===== src/rtl/sid_write_scheduler.sv =====
// Pops write/delay entries from the host FIFO and replays them into the SID core,
// pacing register writes and delays on the SID tick; one write per tick at most.
module sid_write_scheduler #(
  parameter int FILL_BITS  = 8,
  parameter int STALL_BITS = 16
) (
  input  logic                  clk,
  input  logic                  reset,
  input  logic                  tick,
  input  logic                  run,
  input  logic                  clear_stats,
  input  logic [FILL_BITS-1:0]  fifo_fill,
  output logic                  fifo_rd_en,
  input  logic [15:0]           fifo_rd_data,
  output logic                  sid_we,
  output logic [4:0]            sid_addr,
  output logic [7:0]            sid_data,
  output logic                  busy,
  output logic [STALL_BITS-1:0] stall_cnt
);

  typedef enum logic [2:0] {IDLE, POP, DECODE, WRITE, WAIT} state_t;

  state_t      state, state_nxt;
  logic [14:0] delay_cnt;

  always_comb begin
    state_nxt  = state;
    fifo_rd_en = 1'b0;
    case (state)
      IDLE:   if (run && fifo_fill != '0) state_nxt = POP;
      POP: begin
        fifo_rd_en = 1'b1;
        state_nxt  = DECODE;
      end
      DECODE: begin
        if (!fifo_rd_data[15])               state_nxt = WRITE;
        else if (fifo_rd_data[14:0] == 15'd0) state_nxt = IDLE;
        else                                  state_nxt = WAIT;
      end
      WRITE:  if (tick) state_nxt = IDLE;
      // A zero count cannot normally reach WAIT; leave rather than hang.
      WAIT: begin
        if (delay_cnt == 15'd0)                state_nxt = IDLE;
        else if (tick && delay_cnt == 15'd1)   state_nxt = IDLE;
      end
      default: state_nxt = IDLE;
    endcase
  end

  assign busy = (state != IDLE);

  always_ff @(posedge clk) begin
    if (reset) begin
      state     <= IDLE;
      sid_we    <= 1'b0;
      sid_addr  <= 5'd0;
      sid_data  <= 8'd0;
      delay_cnt <= 15'd0;
      stall_cnt <= '0;
    end else begin
      state  <= state_nxt;
      sid_we <= (state == WRITE) && tick;

      if (state == DECODE) begin
        if (!fifo_rd_data[15]) begin
          sid_addr <= fifo_rd_data[12:8];
          sid_data <= fifo_rd_data[7:0];
        end else begin
          delay_cnt <= fifo_rd_data[14:0];
        end
      end else if (state == WAIT && tick && delay_cnt != 15'd0) begin
        delay_cnt <= delay_cnt - 15'd1;
      end

      // Starvation ticks: host is not keeping the FIFO fed while running.
      if (clear_stats)
        stall_cnt <= '0;
      else if (tick && state == IDLE && run && fifo_fill == '0 && stall_cnt != '1)
        stall_cnt <= stall_cnt + STALL_BITS'(1);
    end
  end

endmodule


===== config.mk =====
export PLATFORM = sky130hd
export DESIGN_NAME = sid_write_scheduler
export DESIGN_NICKNAME = d
export VERILOG_FILES = /design/src/rtl/sid_write_scheduler.sv
export SDC_FILE = /design/constraint.sdc
export NUM_CORES = 1
export LEC_CHECK = 0
export BUFFER_PORTS_ARGS = -buffer_cell sky130_fd_sc_hd__clkbuf_2
export CAP_MARGIN = 20
export CORE_MARGIN = 3
export CORE_UTILIZATION = 38
export CTS_CLUSTER_SIZE = 40
export DETAILED_ROUTE_END_ITERATION = 12
export GPL_TIMING_DRIVEN = 0
export PLACE_DENSITY_LB_ADDON = 0.25
export SETUP_SLACK_MARGIN = 0.5
export SYNTH_ARGS = -nofsm -noshare
export SYNTH_HDL_FRONTEND = slang
export SYNTH_SLANG_ARGS = --single-unit

===== constraint.sdc =====
create_clock -name clk -period 2.43 [get_ports clk]
set_input_delay 0.1215 -clock clk [delete_from_list [all_inputs] [get_ports clk]]
set_output_delay 0.1215 -clock clk [all_outputs]
set_load 0.005 [all_outputs]

==> results.toml, run 1 <==
[run_status]
outcome = "finished, final reports clean"

[run]
cap_violations = 0

[timing]
finalMaxSlewViolations = 0
max_slew_margin_pct = 64.7
worst_max_slew_pin_slew_ns = 0.529
hold-worst-slack_ns = 0.0794
fin_tns_setup_ns = 0
setup_viol_count_final = 0
report.final.hold_viol_count = 0
rsz0062_at_grt = "yes"
max_freq_mhz = 520
post_route_fraction_of_the_period_consumed_by_the_critical_path_pct = 79.2
final_critical_path_setup_slack_ns = 0.506
finClkSkew_ns = 0.0124
final.min_clock_period_ns = 1.92

[cts]
clock_sinks = 48
cts.clk_slew.worst_paths_ns = 0.10
clockBufferDepth = 2
cts-htree-levels = 2
cts_buffers = 5
tritoncts_clock_tree = "done"
insertion_delay_ns = 0.30
cts.root.buffer_cell = "clkbuf_8"

[setup_path]
reg2reg_depth = 6
timing.setup.critical_path_class = "flop to flop"
timing.critical_path.arrival_ns = 2.12
worst_r2r_startpoint = "state[1]"
worstPathRequired_ns = 2.62
crit_path_cell_trace = "buf_6 -> or3_4 -> nand4b_4 -> or3_4 -> o211ai_1 -> o31ai_1"
crit_path_frequent_cell = "or3_4"
worst_path_largest_cell_delay_ns = 0.43
worst_r2r_endpoint = "stall_cnt[12]"
reg2reg_setup_slack_ns = 0.51
worst_path_max_delay_cell = "or3_4"
timing.critical_path.to_type = "flop"
worstPathMaxFanout = 9
kind_of_start_point_of_the_critical_path = "flop"

[floorplan]
die_outline_height_um = 88.6
die-width_um = 88.6
io_pins = 61
fp-row-count = 29
fp.coreArea_mm2 = 0.00649
floorplan.initialDensity_pct = 39.9
die_area_mm2 = 0.00785

[drt]
route.antenna.remaining_nets = 0
routed_wire_length_um = 7330
avgRoutedWirePerCell_um = 15.6
drt_pass1_iterations = 4
vias_per_cell = 5.63
detail_route.drc_violations = 0
first_iter_violations = 118
vias = 2652

[logic_synthesis]
synth_compound_area_share_pct = 20.8
count_of_flip_flops_with_a_built_in_enable_after_synthesis = 0
synthTopCellsByCount = "dfxtp_1 (48), nand2_1 (46), a21oi_1 (43), nor2_1 (30)"
synth_fp_nets = 353
ys_seq_elements = 48
synthesis.instances = 321
netlist_area_before_placement_mm2 = 0.00259
post_synth_num_cell_types = 60
asyncSetResetFlopFracSynth_pct = 0
synth_simple_gate_area_share_pct = 32.6
ys.warnings.count = 0
area_share_of_the_leading_cell_type_in_the_synthesized_netlist_pct = 37.0
synth_top_cell_by_area = "dfxtp_1"
synth.most_common_cell = "dfxtp_1"
top_ff_cell_synth = "dfxtp_1"
post_synth_adder_cell_area_pct = 1.45
synth_top_family_by_area = "simple AND/OR/NAND/NOR gates"
postSynthAreaPerCell_um2 = 8.08
ys_seq_area_share_pct = 37.0
ys_top_cells_by_area = "dfxtp_1 (37%), a21oi_1 (8.3%), nand2_1 (6.7%), nor2_1 (4.3%), nor4_1 (2.4%)"
yosys.area_share.xor_xnor_pct = 3.04
synth_mux_area_share_pct = 0.772

[global_routing]
grt_util_all_layers_pct = 18.5
grt_remaining_overflow = 0
grt_util_met1_pct = 25.6
first_global_vias = 2390
met2_usage_pct = 30.6
antenna_violations_before_repair = 0
grt_max_degree = 17
grt_first_pass_wirelength_um = 11500
gr-max-usage-layer = "met2"
met3_usage_pct = 3.35

[final_layout]
utilization_after_layout_pct = 51.3
layout.area.seq_um2 = 968
fillCellCount = 639
drive_gt1_share_pct = 29.9
multi_input_gate_area_mm2 = 0.00163
number_of_diodes_added_for_antenna_fixing = 0
areaGrowthSynthToFinish_pct = 28.4
layout.nets = 425

[place]
place.gp.congestion = 0.907
number_of_buffer_cells_added_on_primary_ports = 58
post-dp-hpwl_um = 5290
post-place-ws_ns = 0.314

[power]
switching_share_pct = 29.2
cellPowerDensity_mw_per_mm2 = 645
power.ir.vdd_worst_uv = 337
power.net_switching_uw = 627
seq_power_share_pct = 39.9
power.clock.fraction_pct = 32.5
combinationalPowerShare_pct = 27.6
internal_power_mw = 1.52
total_leakage_power_nw = 1.35
totalPowerFinal_mw = 2.15

[hold_path]
min-delay-start = "fifo_rd_data[5]"
min_delay_worst_endpoint = "sid_data[5]"
hold-path-cell-count = 3
hold_path.class = "primary input to flop"
layout make-up:
cell class / count / area share (%)
Timing Repair Buffer: 65 / 10.8
Clock inverter: 3 / 2.07
Buffer: 19 / 3.57
Multi-Input combinational cell: 248 / 48.9
Sequential cell: 48 / 29.1
Clock buffer: 5 / 2.07
Tap cell: 77 / 2.89
Inverter: 6 / 0.676
sequential cells by signal, summed over array words and instances, names as in the netlist:
name	count
delay_cnt	15
state	3
sid_data	8
stall_cnt	16
sid_addr	5
sid_we	1
critical path, delay by kind of cell (launching register included):
family                 cells  cell delay [ns]
AOI/OAI and AO/OA          2             0.30
buffers and inverters      1             0.13
DFF                        1             0.32
and+or+nand+nor            3             1.09
stage by stage:
step                area, um^2  instances
detailed placement        2980        456
floorplan                 2590        321
CTS                       3230        469
global placement          2980        456
global route              3330        471
finish                    3330        471
cells in the final DEF (no fill, tap or decap), types with 4 or more instances in the layout:
cell type,n
a21oi_1,43
buf_4,5
buf_6,5
clkbuf_1,8
clkbuf_2,61
clkbuf_8,6
dfxtp_1,44
inv_1,5
nand2_1,46
nand3_1,5
nand4_1,5
nor2_1,29
nor3_1,11
nor3b_1,4
nor4_1,7
nor4_4,5
o21ai_1,11
or2_2,4
xnor2_1,6
power groups by stage:
stage,Clock (mW),Sequential [mW],Combinational (mW)
finish,0.698,0.858,0.592
global route,0.740,0.863,0.657
CTS,0.711,0.852,0.552
detailed placement,0,0.867,0.509
global placement,0,0.865,0.501
floorplan,0,0.860,0.377
layer usage:
layer  wire (um)  share of wire, %
met1        3390                46
met4          72              0.98
met3         424               5.8
met5           0                 0
met2        3450                47
logic make-up after synthesis:
family          Yosys count
compound gates           84
xor+xnor                  9
fa+ha+maj                 3
buf+inv                  25
flops                    48
mux                       2
simple gates            150
repair_timing:
action | CTS | global route
endpoints found under the setup margin | 16 | 32
hold buffers | 0 | 0
cloned | 0 | 1
endpoints found under the hold margin | 0 | 0
setup buffers | 5 | 1
gates resized for setup | 18 | 25
pin swaps | 2 | 5
how the worst max path moves through the flow:
stage                    end  slack [ns]     startpoint  cells past startpoint
3_3_place_gp   delay_cnt[13]        0.34  delay_cnt[10]                      6
4_1_cts        delay_cnt[13]        0.49   delay_cnt[0]                      6
5_1_grt        stall_cnt[12]        0.40       state[1]                      6
3_5_place_dp   delay_cnt[13]        0.31  delay_cnt[10]                      6
2_1_floorplan  stall_cnt[12]        0.64       state[0]                      6
6_report       stall_cnt[12]        0.51       state[1]                      6
Note: power is estimated with default switching activity, not from simulation.
==> run 2: changes to the inputs <==
--- a/config.mk
+++ b/config.mk
@@ -5,6 +5,7 @@
 export SDC_FILE = /design/constraint.sdc
 export NUM_CORES = 1
 export LEC_CHECK = 0
+export ABC_AREA = 1
 export BUFFER_PORTS_ARGS = -buffer_cell sky130_fd_sc_hd__clkbuf_2
 export CAP_MARGIN = 20
 export CORE_MARGIN = 3
==> constraint.sdc (replaced) <==
create_clock -name clk -period 1.7 [get_ports clk]
set_input_delay 0.085 -clock clk [delete_from_list [all_inputs] [get_ports clk]]
set_output_delay 0.085 -clock clk [all_outputs]
set_load 0.005 [all_outputs]
==> run 2 against run 1 <==
Effect of this change: synthesized cell count rose by 32%; combinational power rose to 2.6 times the previous value; clock-buffer cell count did not move; sequential share of layout area fell by 3.6 points; sequential power rose by 52%; non-clock buffer count rose by 20; first-iteration DRC count rose by 40%; hold slack got worse by 0.050 ns; fmax rose by 30%; critical path depth rose by 5; global-route usage rose by 1.0 points; critical path type unchanged.
==> results.toml, run 2 <==
[run_status]
outcome = "finished, final reports clean"

[final_layout]
drive_gt1_share_pct = 41.1
layout_commonest_cell = "nand2_1"
layout.nets = 554
areaGrowthSynthToFinish_pct = 45.1
top_register = "stall_cnt"
number_of_diodes_added_for_antenna_fixing = 0
final_cell_mix = "nand2_1 (99), clkbuf_2 (59), nor2_1 (54)"
largest_register_ff_count = 16
reg.largest.list = "stall_cnt x16, delay_cnt x15, sid_data x8"

[setup_path]
worst_path_dominant_cell_family = "simple AND/OR/NAND/NOR gates"
worst_path_largest_cell_delay_ns = 0.35
timing.critical_path.from = "delay_cnt[6]"
combined_buffer_and_inverter_count_along_the_critical_path = 3
worstPathRequired_ns = 1.92
crit_path_cell_trace = "nor2_1 -> nand2_2 -> nor2_4 -> nand2_2 -> nand2_4 -> nand2_8 -> buf_8 -> o21ai_2 -> inv_1 -> nand2_1 -> inv_1"
reg2reg_depth = 11
worst_r2r_startpoint = "delay_cnt[6]"
timing.critical_path.to_type = "flop"
kind_of_start_point_of_the_critical_path = "flop"
timing.critical_path.arrival_ns = 1.70
reg2reg_setup_slack_ns = 0.22
worst_r2r_endpoint = "delay_cnt[9]"
worst_path_max_delay_cell = "dfxtp_1"
worstPathMaxFanout = 6
timing.setup.critical_path_class = "flop to flop"

[hold_path]
hold-path-cell-count = 3
hold_path.class = "primary input to flop"
min_delay_worst_endpoint = "sid_data[3]"
min-delay-start = "fifo_rd_data[3]"

[power]
combinationalPowerShare_pct = 43.7
power.clock.fraction_pct = 19.7
seq_power_share_pct = 36.5
total_leakage_power_nw = 1.82
switching_share_pct = 38.5
cellPowerDensity_mw_per_mm2 = 901
internal_power_mw = 2.19
power.ir.vdd_worst_uv = 404
power.net_switching_mw = 1.37

[global_routing]
grt_remaining_overflow = 0
first_global_vias = 2898
grt_first_pass_wirelength_um = 13300
grt_util_all_layers_pct = 19.5
antenna_violations_before_repair = 0
grt_max_degree = 16

[logic_synthesis]
synth_top_cell_by_area = "dfxtp_1"
top_ff_cell_synth = "dfxtp_1"
ys.warnings.count = 0
ys_top_cells_by_area = "dfxtp_1 (35%), nand2_1 (16%), nor2_1 (8.8%), a21oi_1 (6.2%), inv_1 (5.5%)"
count_of_flip_flops_with_a_built_in_enable_after_synthesis = 0
ys_seq_elements = 48
area_share_of_the_leading_cell_type_in_the_synthesized_netlist_pct = 35.2
postSynthAreaPerCell_um2 = 6.45
ys_seq_area_share_pct = 35.2
synthesis.instances = 423
synthTopCellsByCount = "nand2_1 (119), nor2_1 (64), dfxtp_1 (48), inv_1 (40), a21oi_1 (34)"
netlist_area_before_placement_mm2 = 0.00273
synth_fp_nets = 455
synth.most_common_cell = "nand2_1"
post_synth_num_cell_types = 31
asyncSetResetFlopFracSynth_pct = 0

[place]
post-place-ws_ns = 0.0885
place.gp.congestion = 0.887
number_of_buffer_cells_added_on_primary_ports = 59
post-dp-hpwl_um = 5650

[cts]
cts_hold_repair.buffers = 0
clockBufferDepth = 2
cts-htree-levels = 2
cts.clk_slew.worst_paths_ns = 0.10
cts.root.buffer_cell = "clkbuf_8"
clock_sinks = 48
cts_buffers = 5
insertion_delay_ns = 0.31
tritoncts_clock_tree = "done"

[drt]
routed_wire_length_um = 8330
avgRoutedWirePerCell_um = 13.5
vias = 3082
first_iter_violations = 165
route.antenna.remaining_nets = 0
vias_per_cell = 4.98
drt_pass1_iterations = 4
detail_route.drc_violations = 0

[timing]
rsz0062_at_grt = "yes"
max_freq_mhz = 676
worst_max_slew_pin_slew_ns = 0.557
final.min_clock_period_ns = 1.48
post_route_fraction_of_the_period_consumed_by_the_critical_path_pct = 87.0
setup_viol_count_final = 0
max_slew_margin_pct = 62.8
finalMaxSlewViolations = 0
report.final.hold_viol_count = 0
finClkSkew_ns = 0.00978
fin_tns_setup_ns = 0
final_critical_path_setup_slack_ns = 0.221

[floorplan]
die-width_um = 90.7
floorplan.initialDensity_pct = 39.7
die_outline_height_um = 90.7
io_pins = 61
die_area_mm2 = 0.00823
fp.coreArea_mm2 = 0.00687
fp-row-count = 30

[run]
cap_violations = 0
## run 2: cell count changes in the layout (fill, tap and decap cells not counted), moves of 21 or more
cell,previous run,this run
nand2_1,46,99
inv_1,5,33
nor2_1,29,54
dfxtp_1,44,22
a21oi_1,43,22
buf_4,5,26
## run 2: timing repair
| item | in CTS | in global routing |
|---|---|---|
| setup endpoints to repair | 47 | 49 |
| cloned | 2 | 1 |
| gates resized for setup | 59 | 60 |
| buffers inserted | 22 | 8 |
| pin swaps | 14 | 15 |
## run 2: area by class of cell
class	instances	area, um^2
fillers	644	2910
multi-input cells	320	1840
flip-flops and latches	48	1010
repair buffers	92	624
inverters	43	174
well taps	96	120
plain buffers	12	104
clock buffers	5	68.8
clock inverters	3	18.8
## run 2: power by group through the flow
stage	sequential (mW)	clock, mW	combinational, mW
global placement	1.30	0	1.12
CTS	1.29	0.714	1.38
global route	1.31	0.766	1.73
finish	1.30	0.703	1.56
floorplan	1.29	0	0.875
detailed placement	1.30	0	1.13
## run 2: per-layer routing
metal | track usage [%] | routed length, um | vias to the layer above
met4 | 6.51 | 162 | 0
li1 | - | - | 1543
met2 | 35.6 | 4360 | 72
met5 | 0 | 0 | -
met3 | 4.17 | 384 | 15
met1 | 22.5 | 3430 | 1452
## run 2: how the worst max path moves through the flow
stage	endpoint	slack, ns	depth (start not counted)
global route	delay_cnt[9]	0.13	12
finish	delay_cnt[9]	0.22	11
global placement	stall_cnt[10]	0.10	8
detailed placement	stall_cnt[5]	0.09	8
CTS	delay_cnt[9]	0.22	12
floorplan	stall_cnt[5]	0.30	9
## run 2: tightest hold or removal path: cells and delay by family
kind | cells | cell delay, ns
compound gates | 1 | 0.06
simple gates | 1 | 0.06
buf+inv | 1 | 0.10
## run 2: metrics by stage
stage               total power [mW]  util (%)  instance area [um^2]  hold slack, ns  std cells
floorplan                       2.16         -                  2800           0.220        423
global placement                2.43      46.9                  3220           0.363        578
detailed placement              2.44      46.9                  3220           0.365        578
CTS                             3.38      53.7                  3690          0.0265        610
global route                    3.81      57.6                  3960          0.0342        619
finish                          3.57      57.6                  3960          0.0298        619
## run 2: kinds of logic (layout without fill, tap and decap cells)
kind of cell | Yosys count | after routing | synth area share [%]
AOI/OAI and AO/OA | 65 | 65 | 13.0
xor gates and xnor gates | 15 | 15 | 4.81
adders and majority gates | 3 | 3 | 1.38
buffers and inverters | 55 | 155 | 8.85
DFF | 48 | 48 | 35.2
muxes | 1 | 1 | 0.367
and+or+nand+nor | 236 | 236 | 36.4
